**src/rtl/instr_mem_loader_pkg.sv**
```systemverilog
// -----------------------------------------------------------------------------
// instr_mem_loader_pkg
// Shared definitions for the UART program loader:
//   state_t            - loader FSM state encodings (IDLE, RECV, WRITE, DONE)
//   NBITS_DEFAULT      - default instruction word width
//   HALT_WORD_DEFAULT  - default end-of-program marker
//   BYTES_PER_WORD     - bytes per instruction word for the default width
//   bytes_per_word()   - the same figure for any word width
// -----------------------------------------------------------------------------
package instr_mem_loader_pkg;

    typedef enum logic [1:0] {
        IDLE  = 2'd0,
        RECV  = 2'd1,
        WRITE = 2'd2,
        DONE  = 2'd3
    } state_t;

    localparam int          NBITS_DEFAULT     = 32;
    localparam logic [31:0] HALT_WORD_DEFAULT = 32'hFFFF_FFFF;
    localparam int          BYTES_PER_WORD    = NBITS_DEFAULT / 8;

    function automatic int bytes_per_word(input int nbits);
        return nbits / 8;
    endfunction

endpackage

```
**src/rtl/instr_mem_loader_if.sv**
```systemverilog
// -----------------------------------------------------------------------------
// instr_mem_loader_if
// Write port into the instruction memory shared with instructionFetch.
//   mem_wr_en    - one-cycle write strobe
//   mem_addr     - word address of the write
//   mem_wr_data  - instruction word to write
// Modports: master (the loader drives the bus), slave (the memory samples it).
// -----------------------------------------------------------------------------
interface instr_mem_loader_if #(
    parameter int NBITS     = 32,
    parameter int ADDR_BITS = 8
);
    logic                 mem_wr_en;
    logic [ADDR_BITS-1:0] mem_addr;
    logic [NBITS-1:0]     mem_wr_data;

    modport master (output mem_wr_en, output mem_addr, output mem_wr_data);
    modport slave  (input  mem_wr_en, input  mem_addr, input  mem_wr_data);
endinterface

```
**src/rtl/instr_mem_loader_word_assembler.sv**
```systemverilog
// -----------------------------------------------------------------------------
// word_assembler
// Packs received bytes MSB-first into an instruction word.
//   i_clk, i_reset  - clock, synchronous active-high reset
//   i_clear         - restart assembly at byte 0 (new program load)
//   i_shift_en      - accept i_byte this cycle
//   i_byte          - received byte
//   o_word          - assembled word (first byte ends up in the top byte)
//   o_word_ready    - the byte accepted this cycle completes a word
// -----------------------------------------------------------------------------
module word_assembler
    import instr_mem_loader_pkg::*;
#(
    parameter int NBITS = 32
) (
    input  logic             i_clk,
    input  logic             i_reset,
    input  logic             i_clear,
    input  logic             i_shift_en,
    input  logic [7:0]       i_byte,
    output logic [NBITS-1:0] o_word,
    output logic             o_word_ready
);

    localparam int                 BPW       = bytes_per_word(NBITS);
    localparam int                 CNT_BITS  = $clog2(BPW);
    localparam logic [CNT_BITS-1:0] LAST_BYTE = CNT_BITS'(BPW - 1);

    logic [CNT_BITS-1:0] byte_cnt;

    // NOTE: sequential state is assigned with <= so every register samples
    // pre-edge values; blocking = here would create order-dependent races.
    always_ff @(posedge i_clk) begin
        if (i_reset || i_clear) begin
            // NOTE: this is a small shift register, so it is reset; the
            // instruction memory it feeds lives outside and is never cleared.
            o_word   <= '0;
            byte_cnt <= '0;
        end else if (i_shift_en) begin
            o_word   <= {o_word[NBITS-9:0], i_byte};
            byte_cnt <= (byte_cnt == LAST_BYTE) ? '0 : byte_cnt + 1'b1;
        end
    end

    // Internal to the loader only: it steers the FSM, never a block output.
    assign o_word_ready = i_shift_en && (byte_cnt == LAST_BYTE);

endmodule

```
**src/rtl/instr_mem_loader.sv**
```systemverilog
// -----------------------------------------------------------------------------
// instr_mem_loader
// Loads a program received byte-by-byte from the UART into instruction memory,
// holding the CPU while the load runs.
//   i_clk, i_reset   - clock, synchronous active-high reset
//   i_start          - one-cycle pulse starting a load (ignored while loading)
//   i_rx_data/valid  - received byte stream, one byte per valid cycle
//   mem              - instruction memory write port (master)
//   o_cpu_hold       - high in RECV and WRITE; stalls and resets fetch
//   o_done           - load finished, held until the next load or reset
//   o_full           - load ended on the last address rather than HALT_WORD
//   o_word_count     - words written in the current or last load
// -----------------------------------------------------------------------------
module instr_mem_loader
    import instr_mem_loader_pkg::*;
#(
    parameter int               NBITS     = 32,
    parameter int               ADDR_BITS = 8,
    parameter logic [NBITS-1:0] HALT_WORD = NBITS'(HALT_WORD_DEFAULT)
) (
    input  logic                 i_clk,
    input  logic                 i_reset,
    input  logic                 i_start,
    input  logic [7:0]           i_rx_data,
    input  logic                 i_rx_valid,
    instr_mem_loader_if.master   mem,
    output logic                 o_cpu_hold,
    output logic                 o_done,
    output logic                 o_full,
    output logic [ADDR_BITS:0]   o_word_count
);

    localparam logic [ADDR_BITS-1:0] LAST_ADDR = '1;

    state_t               state_q, state_d;
    logic [ADDR_BITS-1:0] addr_q;
    logic [ADDR_BITS:0]   word_count_q;
    logic                 full_q;

    logic [NBITS-1:0]     word;
    logic                 word_ready;
    logic                 load_start;
    logic                 shift_en;
    logic                 is_halt;
    logic                 at_last;
    logic                 write_ends_load;

    assign is_halt         = (word == HALT_WORD);
    assign at_last         = (addr_q == LAST_ADDR);
    assign write_ends_load = is_halt || at_last;
    assign load_start      = i_start && (state_q == IDLE || state_q == DONE);

    // A byte arriving during WRITE already belongs to the next word, unless
    // this write closes the load, in which case it is dropped.
    assign shift_en = i_rx_valid &&
                      ((state_q == RECV) || (state_q == WRITE && !write_ends_load));

    word_assembler #(.NBITS(NBITS)) u_word_assembler (
        .i_clk        (i_clk),
        .i_reset      (i_reset),
        .i_clear      (load_start),
        .i_shift_en   (shift_en),
        .i_byte       (i_rx_data),
        .o_word       (word),
        .o_word_ready (word_ready)
    );

    // State register
    always_ff @(posedge i_clk) begin
        if (i_reset) state_q <= IDLE;
        else         state_q <= state_d;
    end

    // Next-state logic
    // NOTE: every signal written in always_comb gets a default first, so no
    // path leaves it unassigned and no latch is inferred.
    always_comb begin
        state_d = state_q;
        unique case (state_q)
            IDLE:    if (i_start)    state_d = RECV;
            RECV:    if (word_ready) state_d = WRITE;
            WRITE:   state_d = write_ends_load ? DONE : RECV;
            DONE:    if (i_start)    state_d = RECV;
            default: state_d = IDLE;
        endcase
    end

    // Load datapath: address, word count and end-of-load cause. The count
    // advances on the edge that closes the WRITE cycle.
    always_ff @(posedge i_clk) begin
        if (i_reset || load_start) begin
            addr_q       <= '0;
            word_count_q <= '0;
            full_q       <= 1'b0;
        end else if (state_q == WRITE) begin
            word_count_q <= word_count_q + 1'b1;
            if (!is_halt && at_last) full_q <= 1'b1;
            if (!write_ends_load)    addr_q <= addr_q + 1'b1;
        end
    end

    // Outputs: decoded from the state register or taken straight from registers.
    always_comb begin
        mem.mem_wr_en   = (state_q == WRITE);
        mem.mem_addr    = addr_q;
        mem.mem_wr_data = word;
        o_cpu_hold      = (state_q == RECV) || (state_q == WRITE);
        o_done          = (state_q == DONE);
        o_full          = full_q;
        o_word_count    = word_count_q;
    end

endmodule

```
**src/flat_wrapper.sv**
```systemverilog
// flat-port wrapper written by rule: the top's interface ports become plain ports
module instr_mem_loader_flat import instr_mem_loader_pkg::*;
#(
    parameter int               NBITS     = 32,
    parameter int               ADDR_BITS = 8,
    parameter logic [NBITS-1:0] HALT_WORD = NBITS'(HALT_WORD_DEFAULT)
)
  (i_clk, i_reset, i_start, i_rx_data, i_rx_valid, o_cpu_hold, o_done, o_full, o_word_count, mem_mem_wr_en, mem_mem_addr, mem_mem_wr_data);
  instr_mem_loader_if #(.NBITS(NBITS), .ADDR_BITS(ADDR_BITS)) mem_i ();
  input  logic i_clk;
  input  logic i_reset;
  input  logic i_start;
  input  logic [7:0] i_rx_data;
  input  logic i_rx_valid;
  output logic o_cpu_hold;
  output logic o_done;
  output logic o_full;
  output logic [ADDR_BITS:0] o_word_count;
  output wire logic [$bits(mem_i.mem_wr_en)-1:0] mem_mem_wr_en;
  output wire logic [$bits(mem_i.mem_addr)-1:0] mem_mem_addr;
  output wire logic [$bits(mem_i.mem_wr_data)-1:0] mem_mem_wr_data;
  assign mem_mem_wr_en = mem_i.mem_wr_en;
  assign mem_mem_addr = mem_i.mem_addr;
  assign mem_mem_wr_data = mem_i.mem_wr_data;
  instr_mem_loader #(.NBITS(NBITS), .ADDR_BITS(ADDR_BITS), .HALT_WORD(HALT_WORD)) u_core (.i_clk(i_clk), .i_reset(i_reset), .i_start(i_start), .i_rx_data(i_rx_data), .i_rx_valid(i_rx_valid), .mem(mem_i), .o_cpu_hold(o_cpu_hold), .o_done(o_done), .o_full(o_full), .o_word_count(o_word_count));
endmodule
```
**config.mk**
```make
export PLATFORM = sky130hd
export DESIGN_NAME = instr_mem_loader_flat
export DESIGN_NICKNAME = d
export VERILOG_FILES = /design/src/rtl/instr_mem_loader_pkg.sv /design/src/rtl/instr_mem_loader_if.sv /design/src/rtl/instr_mem_loader_word_assembler.sv /design/src/rtl/instr_mem_loader.sv /design/src/flat_wrapper.sv
export SDC_FILE = /design/constraint.sdc
export NUM_CORES = 1
export LEC_CHECK = 0
export CAP_MARGIN = 10
export CORE_ASPECT_RATIO = 1.25
export CORE_UTILIZATION = 47
export CTS_CLUSTER_DIAMETER = 150
export DETAILED_ROUTE_END_ITERATION = 7
export GPL_TIMING_DRIVEN = 0
export PLACE_DENSITY = 0.78
export RECOVER_POWER = 25
export SYNTH_ARGS = -nofsm -noshare
export SYNTH_HDL_FRONTEND = slang
export SYNTH_SLANG_ARGS = --single-unit
export TNS_END_PERCENT = 5
```
**constraint.sdc**
```tcl
create_clock -name i_clk -period 2.5 [get_ports i_clk]
set_clock_uncertainty 0.15 [all_clocks]
set_input_delay 0.375 -clock i_clk [delete_from_list [all_inputs] [get_ports i_clk]]
set_output_delay 0.375 -clock i_clk [all_outputs]
set_load 0.01 [all_outputs]
```
# Word level (Yosys, flattened, before mapping)
# Cells that the tools add are included.
# totals
ff_bits	54
inputBits	12
output_inout_bits	53
word_cells	40
# classes
muxes	5
n_eq_ne	8
n_bitwise	1
addsub	3
reduce_logical	17
# ops
operator	n
32-bit == test, second input constant	1
9-bit by 1-bit adder with 9-bit output, second input constant	1
8-bit by 1-bit adder with 8-bit output, second input constant	1
8-bit == test, second input constant	1
2-bit 2-to-1 mux	4
2-bit == test, second input constant	3
2-bit case mux with 3 select lines	1
2-bit AND reduction	3
1-bit logical AND	5
1-bit logical OR	5
2-bit by 1-bit adder with 2-bit output, second input constant	1
2-bit by 1-bit == test with 1-bit output, second input constant	1
1-bit zero test	2
2-bit zero test	1
2-bit by 1-bit inequality test with 1-bit output, second input constant	1
2-bit inequality test, second input constant	1
2-bit OR reduction	1
1-bit inverter	1

# Depth between registers and ports, before layout
# Gate-level depths: netlist of run 1.
# depth
depth_word	9
mapped_depth	8
mapped_depth_nobuf	6

# Hierarchy
# From an unflattened synthesis of run 1, not the netlist that was laid out.
# hier_totals
cells_unflattened	241
area_unflattened_um2	2327.2
# modules_own_cells
mod	instances	seq_area_each_um2	area_per_inst_um2	cells_each
word_assembler	1	680.7	1229.9	114
instr_mem_loader	1	400.4	1097.3	127

# Worst setup path before layout of run 1
# No wires, ideal clock.
# synth_timing
path_kind	register -> register
from	register u_core.state_q[0]
to	register u_core.u_word_assembler.o_word[8]
path_stages_with_launch	9
required_ns	2.278
slack_ns	0.662
arrival_ns	1.616
n_path_buf	2
path_cell_list	dfxtp_1 -> inv_1 -> ha_1 -> buf_2 -> nand2_1 -> a211o_2 -> nand2_4 -> buf_6 -> mux2i_1
# synth_via
elab_chain_len	4
word_cells_on_any_way	10
classes_between	eq/ne: 3; reduce/logical: 7
# synth_rtl
element	line_no	source
start: declaration	instr_mem_loader.sv:35	state_t state_q, state_d;
start signal: assignment	instr_mem_loader.sv:71	else state_q <= state_d;
2-bit == test	--	
net mem_mem_wr_en	flat_wrapper.sv:19	output wire logic [$bits(mem_i.mem_wr_en)-1:0] mem_mem_wr_en;
1-bit logical AND	instr_mem_loader.sv:56	((state_q == RECV) || (state_q == WRITE && !write_ends_load));
1-bit logical OR	instr_mem_loader.sv:56	
1-bit logical AND	instr_mem_loader.sv:55	assign shift_en = i_rx_valid &&
end signal: assignment	instr_mem_loader_word_assembler.sv:40	o_word <= {o_word[NBITS-9:0], i_byte};
end: declaration	instr_mem_loader_word_assembler.sv:21	output logic [NBITS-1:0] o_word,
# The timed path passes the listed nets, and every way through them passes these cells.
# A chain may end at the register's enable or synchronous reset.

# Final worst setup path of run 1
# layout_timing
from	register u_core.state_q[0]
to	output o_cpu_hold
# layout_via
elab_chain_len	2
word_cells_on_any_way	3
classes_between	eq/ne: 2; reduce/logical: 1
# layout_rtl
element	line_no	source
2-bit by 1-bit == test with 1-bit output or 2-bit == test (tied branches)	instr_mem_loader.sv:107	o_cpu_hold = (state_q == RECV) || (state_q == WRITE);
1-bit logical OR (*)	instr_mem_loader.sv:107	
end: declaration	flat_wrapper.sv:15	output logic o_cpu_hold;
# Every way passes the cells marked *; elsewhere a longest branch is shown, timed or not.

==> results.txt, run 1 <==
Area leader, netlist -> dfxtp_1
Clk_lat worst skew -> 300 ps
Final GP Congestion -> 0.8076
Post-Synthesis Cells -> 248
R2R depth -> 6
Synth Area in XOR/XNOR -> 0.02234
Crit path DAT -> 1760 ps
Max IR drop VDD -> 0.3662 mV
Worst path slowest cell -> clkdlybuf4s50_1
WL per Instance -> 14.11 µm
Top-area cell type share of the netlist area -> 0.4596
Hold Path Stages -> 2
Worst-Margin Slew -> 532.9 ps
Initial antenna violation count -> 0
Crit path cell chain -> inv_1, ha_1, inv_1, clkdlybuf4s50_1
Setup TNS -> 0 ps
Final setup viols -> 0
CP startpoint kind -> register
Post-Syn Nets -> 267
EDFF count, synth -> 0
Fin area -> 3174 µm²
Switching Fraction -> 0.3130
Rows -> 28
Post-Synth Simple-Gate Area -> 0.2144
Post-CTS setup buffers -> 0
GR peak layer -> met2
Core box area -> 4765 µm²
Root Driver -> clkbuf_8
GRT met3 Usage -> 0.05899
Layout cells sized above 1 -> 0.05625
Die area -> 5293 µm²
Worst path max stage delay -> 540 ps
Compound-gate portion of the synthesized area -> 0.09521
Met1 Use GR -> 0.2613
Final wirelength -> 5363 µm
Clock transition at path regs -> 90 ps
Cts hold-fix bufs -> 0
Power Internal -> 1.480 mW
Top cells by area, synth -> dfxtp_1 46%, mux2i_1 14%, nand2_1 8.1%, ha_1 3.7%, a21oi_1 3.0%
Leakage -> 1.238 nW
NetSw -> 674.6 µW
GR Overflow Total -> 0
CP Depth -> 4
CP Buf/Inv Count -> 3
Critical Path End Type -> primary output
Final-report hold violation count -> 0
Clock share of power -> 0.267
R2R Path Start -> u_core.state_q[0]$_SDFFE_PP0P_
Largest family of logic cells by synthesized area -> simple AND/OR/NAND/NOR gates
Crit Path Category -> reg -> out
Most numerous cell in the Yosys netlist -> dfxtp_1
Sequential power share -> 0.439
Worst path required time -> 1980 ps
Power Density -> 678.9 nW/µm²
Fill cells -> 426
Post-route setup slack -> 213.5 ps
Top cell by count, worst path -> inv_1
Area delta synth->final -> 34.95%
Placed Cells incl. Taps -> 372
Met2 Use GR -> 0.3845
CP delay by family, top -> buffers and inverters
Synth Cell Area -> 2352 µm²
Final Cycle Share -> 0.9146
Most instantiated cells after synthesis -> 54 x dfxtp_1, 51 x nand2_1, 33 x mux2i_1, 14 x a21oi_1, 11 x nand4_1
Post-Place Cell Area -> 3068 µm²
DR vias/cell -> 5.474
Initial drt markers -> 110
Via count -> 2080
Final Max Tran Viols -> 0
Syn Area/Cell -> 9.485 µm²
Die Width -> 65.28 µm
Number of global-route vias before repair -> 1926
Pin count of the biggest net entering global routing -> 16
Adder-Cell Fraction of Synth Area -> 0.03723
Number of synthesis warnings -> 0
Rel. slew slack -> 0.6447
Post-synthesis sequential area ratio -> 0.4596
DR DRC count -> 0
Max-Cap Viols -> 0
Detail Route Antenna Nets -> 0
Clock Sinks -> 54
RR Endpoint -> u_core.u_word_assembler.o_word[19]$_SDFFE_PP0P_
CP endpoint -> o_cpu_hold
H-tree depth -> 2
Status -> completed
RSZ-0062 raised after global routing -> false
First-pass GRT wire length -> 8894 µm
Pre-CTS WS -> 243.2 ps
PostCTS Resize Cnt -> 0
Drt first pass iters -> 4
Comb pwr share -> 0.294
PortBufs -> 64
#FFs+latches synth -> 54
CTS tree -> built
GR Util All Layers -> 0.2194
Ant diodes -> 0
Asr flop ratio synth -> 0
Min-delay worst type -> reg -> reg
Initial Util -> 0.4937
Synth Flop Type -> dfxtp_1
Num CTS Buffers -> 5
Maximum root-to-sink buffer count -> 2
Non-filler cells, final -> 380
DP HPWL -> 4025 µm
Flop2flop setup slack -> 320 ps
Die Height -> 81.10 µm
Fmax -> 437.3 MHz
Multiplexer share of the synthesized area -> 0.1404
Crit path launch -> u_core.state_q[0]$_SDFFE_PP0P_
Final worst path period need -> 2287 ps
Final-stage net count -> 338
CP max FO -> 5
Distinct cells, synth -> 36
Io pins -> 65
power by group through the flow:
stage / combinational [mW] / clock (mW) / sequential [mW]
after floorplan: 0.423 / 0 / 0.966
after global placement: 0.634 / 0 / 0.963
after detailed placement: 0.644 / 0 / 0.966
after CTS: 0.646 / 0.591 / 0.946
after global routing: 0.689 / 0.630 / 0.951
final: 0.633 / 0.576 / 0.946
layout make-up:
cell class,count,area (µm²),share of cell area
tap,60,75.07,0.02365
inverter,4,15.01,0.004730
sequential,54,1081,0.3406
buffer,10,57.56,0.01813
multi-input combinational,180,1199,0.3776
timing repair buffer,64,640.6,0.2018
clock buffer,7,76.32,0.02404
clock inverter,1,30.03,0.009460
worst reg2reg max path, stage by stage, from the launching register on:
cell	delay (ps)
dfxtp_1	410
inv_1	70
ha_1	320
a21oi_1	410
clkbuf_1	450
nand2_1	150
mux2i_1	160
placed cells by master (no fill, tap or decap), types with 2 or more instances in the layout:
cell type / synthesis / final
dfxtp_1: 54 / 54
nand2_1: 51 / 51
clkdlybuf4s50_1: 0 / 38
mux2i_1: 33 / 33
dlygate4sd3_1: 0 / 26
a21oi_1: 14 / 14
nand4_1: 11 / 11
nor2_1: 10 / 10
clkbuf_1: 6 / 8
ha_1: 7 / 7
nand3_1: 6 / 6
o21ai_0: 6 / 6
xor2_1: 5 / 5
clkbuf_8: 0 / 5
inv_1: 4 / 4
o31ai_1: 4 / 4
or3_1: 4 / 4
a21o_1: 3 / 3
and3_1: 3 / 3
or4_1: 3 / 3
nor3_1: 3 / 3
nor4_4: 2 / 2
buf_6: 2 / 2
a211oi_1: 2 / 2
metrics by stage:
stage	hold slack (ps)	util	total power, mW
after global placement	313.4	0.6439	1.597
after CTS	335.9	0.6662	2.183
after detailed placement	318.4	0.6439	1.610
final	331.6	0.6662	2.155
after floorplan	294.1	-	1.389
after global routing	353.8	0.6662	2.271
state kept, by name, summed over array words and instances, names as in the netlist:
register and flops:
u_core.state_q 2, u_core.o_full 1, u_core.o_word_count 9, u_core.u_word_assembler.byte_cnt 2, u_core.mem.mem_addr 8, u_core.u_word_assembler.o_word 32
routing by layer:
layer,wire length [µm],vias to the layer above,part of all wire
met3,277,7,0.052
met5,0,-,0
met2,2727,58,0.51
met1,2310,991,0.43
li1,-,1024,-
met4,48,0,0.0090
how the worst min path moves through the flow:
stage	start	end	slack, ps
6_report	u_core.u_word_assembler.o_word[29]$_SDFFE_PP0P_	u_core.u_word_assembler.o_word[29]$_SDFFE_PP0P_	330
5_1_grt	u_core.u_word_assembler.o_word[28]$_SDFFE_PP0P_	u_core.u_word_assembler.o_word[28]$_SDFFE_PP0P_	350
4_1_cts	u_core.u_word_assembler.byte_cnt[1]$_SDFFE_PP0P_	u_core.u_word_assembler.byte_cnt[1]$_SDFFE_PP0P_	340
3_5_place_dp	u_core.u_word_assembler.byte_cnt[1]$_SDFFE_PP0P_	u_core.u_word_assembler.byte_cnt[1]$_SDFFE_PP0P_	320
3_3_place_gp	u_core.u_word_assembler.byte_cnt[1]$_SDFFE_PP0P_	u_core.u_word_assembler.byte_cnt[1]$_SDFFE_PP0P_	310
2_1_floorplan	i_reset	u_core.state_q[1]$_SDFFE_PP0P_	290
logic make-up (layout without fill, tap and decap cells):
family / count (synthesis) / after routing
flops: 54 / 54
compound gates: 35 / 35
fa+ha+maj: 7 / 7
simple gates: 99 / 99
buf+inv: 14 / 86
mux: 33 / 33
xor+xnor: 6 / 6
Note: power is estimated with default switching activity, not from simulation.
==> run 2, diff against run 1 <==
--- a/config.mk
+++ b/config.mk
@@ -7,9 +7,10 @@
 export LEC_CHECK = 0
 export CAP_MARGIN = 10
 export CORE_ASPECT_RATIO = 1.25
-export CORE_UTILIZATION = 47
+export CORE_UTILIZATION = 62
 export CTS_CLUSTER_DIAMETER = 150
 export DETAILED_ROUTE_END_ITERATION = 7
+export DONT_BUFFER_PORTS = 1
 export GPL_TIMING_DRIVEN = 0
 export PLACE_DENSITY = 0.78
 export RECOVER_POWER = 25
==> run 2 against run 1 <==
- the run now ends with DRC left
- sequential share of layout area rose by 8.8 points
- clock-buffer cell count shrank 1
- final area down 20%
- sequential cell count did not move
- hold slack got worse by 280 ps
- clock power is 3% higher
- die area is 24% lower
- critical path depth rose by 2
- sequential power rose by 1%
- critical path type is now reg -> reg
- largest cell class unchanged
- largest power group unchanged
==> results.txt, run 2 (synthesis gave the netlist of run 1 again) <==
Status -> finished with violations
Failing checks -> DRC
Pin count of the biggest net entering global routing -> 16 (unchanged)
Fill cells -> 287 (-33%)
Commonest non-fill, non-tap cells in the layout -> 54 x dfxtp_1, 51 x nand2_1, 33 x mux2i_1, 14 x a21oi_1, 11 x nand4_1
CP max FO -> 10 (+5)
RSZ-0062 raised after global routing -> false
Final GP Congestion -> 0.7634 (-5.5%)
Clk_lat worst skew -> 300 ps (about the same)
Hold Path Stages -> 2 (unchanged)
Post-Place Cell Area -> 2401 µm² (-22%)
Worst path slowest cell -> dfxtp_1
Core box area -> 3543 µm² (-26%)
Die Width -> 57.09 µm (-13%)
GRT met3 Usage -> 0.08775 (+0.02876)
Final Cycle Share -> 0.8854 (-0.02919)
Rel. slew slack -> 0.6477 (+0.003013)
Met2 Use GR -> 0.4418 (+0.05729)
First-pass GRT wire length -> 7845 µm (-12%)
Crit path DAT -> 2310 ps (+550 ps)
Crit Path Category -> reg -> reg
Comb pwr share -> 0.251 (-0.043)
R2R Path Start -> u_core.state_q[0]$_SDFFE_PP0P_
PortBufs -> 0 (-100%)
Rows -> 24 (-14%)
Crit path cell chain -> inv_1, ha_1, a21oi_1, clkbuf_1, nand2_1, mux2i_1
Clock share of power -> 0.285 (+0.018)
Critical Path End Type -> register
Core Util, Final -> 0.7122 (+0.04599)
DR DRC count -> 5 (+5)
Num CTS Buffers -> 5 (unchanged)
R2R depth -> 6 (unchanged)
Worst path required time -> 2590 ps (+610 ps)
Min-Delay Endpoint -> u_core.u_word_assembler.o_word[3]$_SDFFE_PP0P_
Total chip power -> 2.072 mW (-3.8%)
CP delay by family, top -> buffers and inverters
Sequential power share -> 0.464 (+0.025)
Clock transition at path regs -> 90 ps (about the same)
H-tree depth -> 2 (unchanged)
Detail Route Antenna Nets -> 0 (unchanged)
Root Driver -> clkbuf_8
CP startpoint kind -> register
GR Overflow Total -> 0 (unchanged)
Setup TNS -> 0 ps (unchanged)
Layout cells sized above 1 -> 0.07422 (+0.01797)
Post-route setup slack -> 286.4 ps (+72.97 ps)
Final worst path period need -> 2214 ps (-72.97 ps)
Clock Sinks -> 54 (unchanged)
Die area -> 4046 µm² (-24%)
Post-CTS setup buffers -> 0 (unchanged)
Final Hold Slack -> 54.25 ps (-277.3 ps)
DP HPWL -> 3641 µm (-9.5%)
Initial antenna violation count -> 0 (unchanged)
Power Internal -> 1.423 mW (-3.9%)
Leakage -> 0.9308 nW (-25%)
PostCTS Resize Cnt -> 0 (unchanged)
Max IR drop VDD -> 0.5305 mV (+45%)
Die Height -> 70.87 µm (-13%)
Number of global-route vias before repair -> 1686 (-12%)
GR peak layer -> met2
WL per Instance -> 16.53 µm (+17%)
GR Util All Layers -> 0.2503 (+0.03085)
Drt first pass iters -> 6 (+2)
Placed Cells incl. Taps -> 287 (-23%)
Maximum root-to-sink buffer count -> 2 (unchanged)
Final-report hold violation count -> 0 (unchanged)
HP Start -> i_rx_data[3]
Initial drt markers -> 46 (-58%)
Initial Util -> 0.6638 (+0.1701)
Final Max Tran Viols -> 0 (unchanged)
RR Endpoint -> u_core.u_word_assembler.o_word[20]$_SDFFE_PP0P_
Fmax -> 451.8 MHz (+3.3%)
Ant diodes -> 0 (unchanged)
Cts hold-fix bufs -> 1 (+1)
DR vias/cell -> 6.058 (+11%)
Flop2flop setup slack -> 290 ps (-30 ps)
Worst-Margin Slew -> 528.4 ps (-4.519 ps)
Leading cell type in the layout, fill and taps excluded -> dfxtp_1
Power Density -> 821.1 nW/µm² (+21%)
Min-delay worst type -> in -> reg
Max-Cap Viols -> 0 (unchanged)
Pre-CTS WS -> 300.1 ps (+56.89 ps)
Non-filler cells, final -> 295 (-22%)
Final-stage net count -> 275 (-19%)
Final setup viols -> 0 (unchanged)
CP Buf/Inv Count -> 2 (-1)
Max reg flops -> 32 (unchanged)
Final wirelength -> 4875 µm (-9.1%)
Worst path max stage delay -> 430 ps (-110 ps)
Top reg by flops -> u_core.u_word_assembler.o_word
Crit path launch -> u_core.state_q[0]$_SDFFE_PP0P_
NetSw -> 649.5 µW (-3.7%)
Area delta synth->final -> 7.287%
Switching Fraction -> 0.3134 (+0.0003932)
Via count -> 1787 (-14%)
Fin area -> 2524 µm² (-20%)
Io pins -> 65 (unchanged)
Met1 Use GR -> 0.2735 (+0.01214)
CTS tree -> built
-- run 2: per-layer routing --
metal | wire length (µm) | vias up
li1 | - | 891
met1 | 1948 | 826
met2 | 2500 | 60
met3 | 338 | 10
met4 | 87 | 0
met5 | 0 | -
-- run 2: area by class of cell --
type	instances	area [µm²]	share of cell area
Buffer	10	57.56	0.02281
Clock buffer	6	82.58	0.03272
Clock inverter	1	30.03	0.01190
Inverter	4	15.01	0.005949
Multi-Input combinational cell	180	1199	0.4750
Sequential cell	54	1081	0.4284
Tap cell	39	48.80	0.01934
Timing Repair Buffer	1	10.01	0.003966
-- run 2: power by group through the flow --
stage	Combinational, mW	Sequential [mW]	Clock [mW]
after global routing	0.568	0.967	0.639
after floorplan	0.423	0.966	0
after global placement	0.512	0.978	0
final	0.521	0.960	0.591
after detailed placement	0.520	0.980	0
after CTS	0.523	0.961	0.602
-- run 2: how the worst max path moves through the flow --
stage,endpoint,slack [ps],cells past startpoint
2_1_floorplan,u_core.u_word_assembler.o_word[8]$_SDFFE_PP0P_,660,8
3_3_place_gp,u_core.u_word_assembler.o_word[20]$_SDFFE_PP0P_,370,6
3_5_place_dp,u_core.u_word_assembler.o_word[11]$_SDFFE_PP0P_,300,6
4_1_cts,u_core.u_word_assembler.o_word[17]$_SDFFE_PP0P_,260,6
5_1_grt,u_core.u_word_assembler.o_word[18]$_SDFFE_PP0P_,120,6
6_report,u_core.u_word_assembler.o_word[20]$_SDFFE_PP0P_,290,6
==> run 3, diff against run 2 <==
--- a/config.mk
+++ b/config.mk
@@ -7,14 +7,14 @@
 export LEC_CHECK = 0
 export CAP_MARGIN = 10
 export CORE_ASPECT_RATIO = 1.25
-export CORE_UTILIZATION = 62
+export CORE_UTILIZATION = 65
 export CTS_CLUSTER_DIAMETER = 150
 export DETAILED_ROUTE_END_ITERATION = 7
 export DONT_BUFFER_PORTS = 1
 export GPL_TIMING_DRIVEN = 0
-export PLACE_DENSITY = 0.78
-export RECOVER_POWER = 25
+export PLACE_DENSITY = 0.81
 export SYNTH_ARGS = -nofsm -noshare
 export SYNTH_HDL_FRONTEND = slang
+export SYNTH_HIERARCHICAL = 1
 export SYNTH_SLANG_ARGS = --single-unit
 export TNS_END_PERCENT = 5
==> constraint.sdc (replaced) <==
create_clock -name i_clk -period 2.6 [get_ports i_clk]
set_clock_uncertainty 0.15 [all_clocks]
set_input_delay 0.39 -clock i_clk [delete_from_list [all_inputs] [get_ports i_clk]]
set_output_delay 0.39 -clock i_clk [all_outputs]
set_load 0.01 [all_outputs]
==> run 3 against run 2 <==
- the flow finishes with violations (setup timing)
- first-iteration DRC count up 57%
- total power down 7.5%
- fmax down 15%
- critical path type unchanged
==> results.txt, run 3 <==
Status -> finished with violations
Failing checks -> setup timing
DR DRC count -> 0 (-5)
#FFs+latches synth -> 54 (unchanged)
Die Width -> 55.52 µm (-2.8%)
Clock transition at path regs -> 90 ps (about the same)
Num CTS Buffers -> 5 (unchanged)
Syn Area/Cell -> 9.657 µm² (+1.8%)
CTS tree -> built
Total chip power -> 1.917 mW (-7.5%)
Post-Place Cell Area -> 2396 µm² (-0.21%)
CP max FO -> 10 (unchanged)
Initial Util -> 0.7032 (+0.03937)
Fmax -> 382.8 MHz (-15%)
Pin count of the biggest net entering global routing -> 19 (+3)
Power Density -> 723.3 nW/µm² (-12%)
Via count -> 1864 (+4.3%)
DP HPWL -> 3648 µm (+0.19%)
PortBufs -> 0 (unchanged)
Max reg flops -> 32 (unchanged)
Core box area -> 3309 µm² (-6.6%)
Crit Path Category -> reg -> reg
Detail Route Antenna Nets -> 0 (unchanged)
Area leader, netlist -> dfxtp_1
Fill cells -> 201 (-30%)
Io pins -> 65 (unchanged)
Final-report hold violation count -> 0 (unchanged)
Synth Flop Type -> dfxtp_1
Layout cells sized above 1 -> 0.2907 (+0.2165)
Max-Cap Viols -> 0 (unchanged)
Min-delay worst type -> in -> reg
Root Driver -> clkbuf_8
Rows -> 23 (-4.2%)
Max IR drop VDD -> 0.5884 mV (+11%)
Clk_lat worst skew -> 300 ps (about the same)
Maximum root-to-sink buffer count -> 2 (unchanged)
Commonest non-fill, non-tap cells in the layout -> 44 x nor2_1, 36 x mux2i_1, 22 x dfxtp_1, 17 x dfxtp_2, 15 x dfxtp_4
Top reg by flops -> u_core/u_word_assembler/o_word
Number of synthesis warnings -> 6 (+6)
Post-Syn Nets -> 260 (-2.6%)
Post-Synthesis Cells -> 241 (-2.8%)
Placed Cells incl. Taps -> 278 (-3.1%)
H-tree depth -> 2 (unchanged)
RSZ-0062 raised after global routing -> true
Fin area -> 2650 µm² (+5.0%)
Drt first pass iters -> 4 (-2)
Number of global-route vias before repair -> 1712 (+1.5%)
Flop2flop setup slack -> -10 ps (-300 ps)
Post-route setup slack -> -12.42 ps (-298.8 ps)
Top cells by area, synth -> dfxtp_1 46%, mux2i_1 15%, nor2_1 7.3%, ha_1 3.8%, nand4_1 3.5%
First-pass GRT wire length -> 7452 µm (-5.0%)
Final setup viols -> 1 (+1)
DR vias/cell -> 6.319 (+4.3%)
Reg area -> 1159 µm² (+7.2%)
Clock Sinks -> 54 (unchanged)
GR Overflow Total -> 0 (unchanged)
Final Cycle Share -> 1.005 (+0.1193)
Leading cell type in the layout, fill and taps excluded -> nor2_1
WL per Instance -> 17.78 µm (+7.6%)
Post-synthesis sequential area ratio -> 0.4645 (+0.004942)
Ant diodes -> 0 (unchanged)
Area taken by multi-input logic gates -> 1176 µm² (-1.9%)
Initial antenna violation count -> 0 (unchanged)
Final wirelength -> 5245 µm (+7.6%)
Worst-Margin Slew -> 422.9 ps (-105.5 ps)
Top-area cell type share of the netlist area -> 0.4645 (+0.004942)
Most numerous cell in the Yosys netlist -> dfxtp_1
Asr flop ratio synth -> 0 (unchanged)
GR Util All Layers -> 0.2531 (+0.002795)
Final Hold Slack -> 4.733 ps (-49.52 ps)
EDFF count, synth -> 0 (unchanged)
Distinct cells, synth -> 36 (unchanged)
Initial drt markers -> 72 (+57%)
Die area -> 3825 µm² (-5.4%)
Crit path DAT -> 2650 ps (+340 ps)
Non-filler cells, final -> 295 (unchanged)
Final worst path period need -> 2612 ps (+398.8 ps)
Rel. slew slack -> 0.7181 (+0.07036)
Final GP Congestion -> 0.8687 (+14%)
Leakage -> 0.9402 nW (+1.0%)
Area delta synth->final -> 13.87%
Die Height -> 68.90 µm (-2.8%)
Critical Path End Type -> register
Final Max Tran Viols -> 0 (unchanged)
Core Util, Final -> 0.8008 (+0.08854)
Synth Cell Area -> 2327 µm² (-1.1%)
Final-stage net count -> 276 (+0.36%)
CP startpoint kind -> register
Worst path required time -> 2640 ps (+50 ps)
Most instantiated cells after synthesis -> 54 x dfxtp_1, 45 x nor2_1, 36 x mux2i_1, 14 x nand2_1, 13 x nand4_1
-- run 3: final cells by class --
class / instances / share of cell area
timing repair buffer: 10 / 0.02833
sequential: 54 / 0.4372
multi-input combinational: 171 / 0.4438
clock inverter: 2 / 0.005194
inverter: 4 / 0.005666
tap: 37 / 0.01747
clock buffer: 6 / 0.02738
buffer: 11 / 0.03494
-- run 3: cells by family (layout without fill, tap and decap cells) --
family	Yosys count	in the layout	share of synthesized area
buf+inv	16	33	0.04086
xor+xnor	6	6	0.02258
simple gates	102	102	0.2269
mux	36	36	0.1548
compound gates	20	20	0.05269
flops	54	54	0.4645
fa+ha+maj	7	7	0.03763
-- run 3: metrics by stage --
| stage | TNS [ps] | worst slack [ps] |
|---|---|---|
| global placement | -404.6 | -233.6 |
| floorplan | 0 | 1.078 |
| global route | -1207 | -93.67 |
| detailed placement | -486.1 | -285.5 |
| finish | -12.42 | -12.42 |
| CTS | 0 | 11.68 |
-- run 3: path summary, 6_finish.rpt --
| kind | depth (start not counted) | startpoint | to |
|---|---|---|---|
| worst max-delay path | 11 | u_core/u_word_assembler/o_word[8]$_SDFFE_PP0P_ | u_core/u_word_assembler/o_word[10]$_SDFFE_PP0P_ |
| worst min-delay path | 1 | i_reset | u_core/state_q[0]$_SDFFE_PP0P_ |
| worst min register to register | 2 | u_core/u_word_assembler/byte_cnt[0]$_SDFFE_PP0P_ | u_core/u_word_assembler/byte_cnt[0]$_SDFFE_PP0P_ |
| worst max register to register | 11 | u_core/u_word_assembler/o_word[8]$_SDFFE_PP0P_ | u_core/u_word_assembler/o_word[10]$_SDFFE_PP0P_ |
-- run 3: timing repair --
| item | 4_1_cts | 5_1_grt |
|---|---|---|
| hold buffers | 0 | 0 |
| resized for setup | 11 | 33 |
| pin swaps | 2 | 9 |
| endpoints found under the setup margin | 2 | 2 |
| setup buffers | 2 | 8 |
-- run 3: routing by layer --
layer,share of wire,GRT usage,vias up
met5,0,0,-
li1,-,-,876
met1,0.36,0.2382,903
met2,0.56,0.4970,74
met4,0.017,0.1156,0
met3,0.066,0.08955,11
-- run 3: report_power, final --
| part | leakage (nW) | switching (mW) | internal [mW] |
|---|---|---|---|
| clock | 0.0452 | 0.255 | 0.190 |
| sequential | 0.456 | 0.0555 | 0.852 |
| combinational | 0.439 | 0.306 | 0.258 |
| total | 0.940 | 0.617 | 1.30 |
-- run 3: worst max-delay path, cell delays in order, from the launching register on --
cell     delay [ps]
dfxtp_2         400
nand4_1         110
or4_4           570
nor2_4          120
buf_6           140
nor2_4           50
o21a_1          220
buf_12          140
buf_4           160
buf_6           160
mux2i_1         200
nor2_1           70
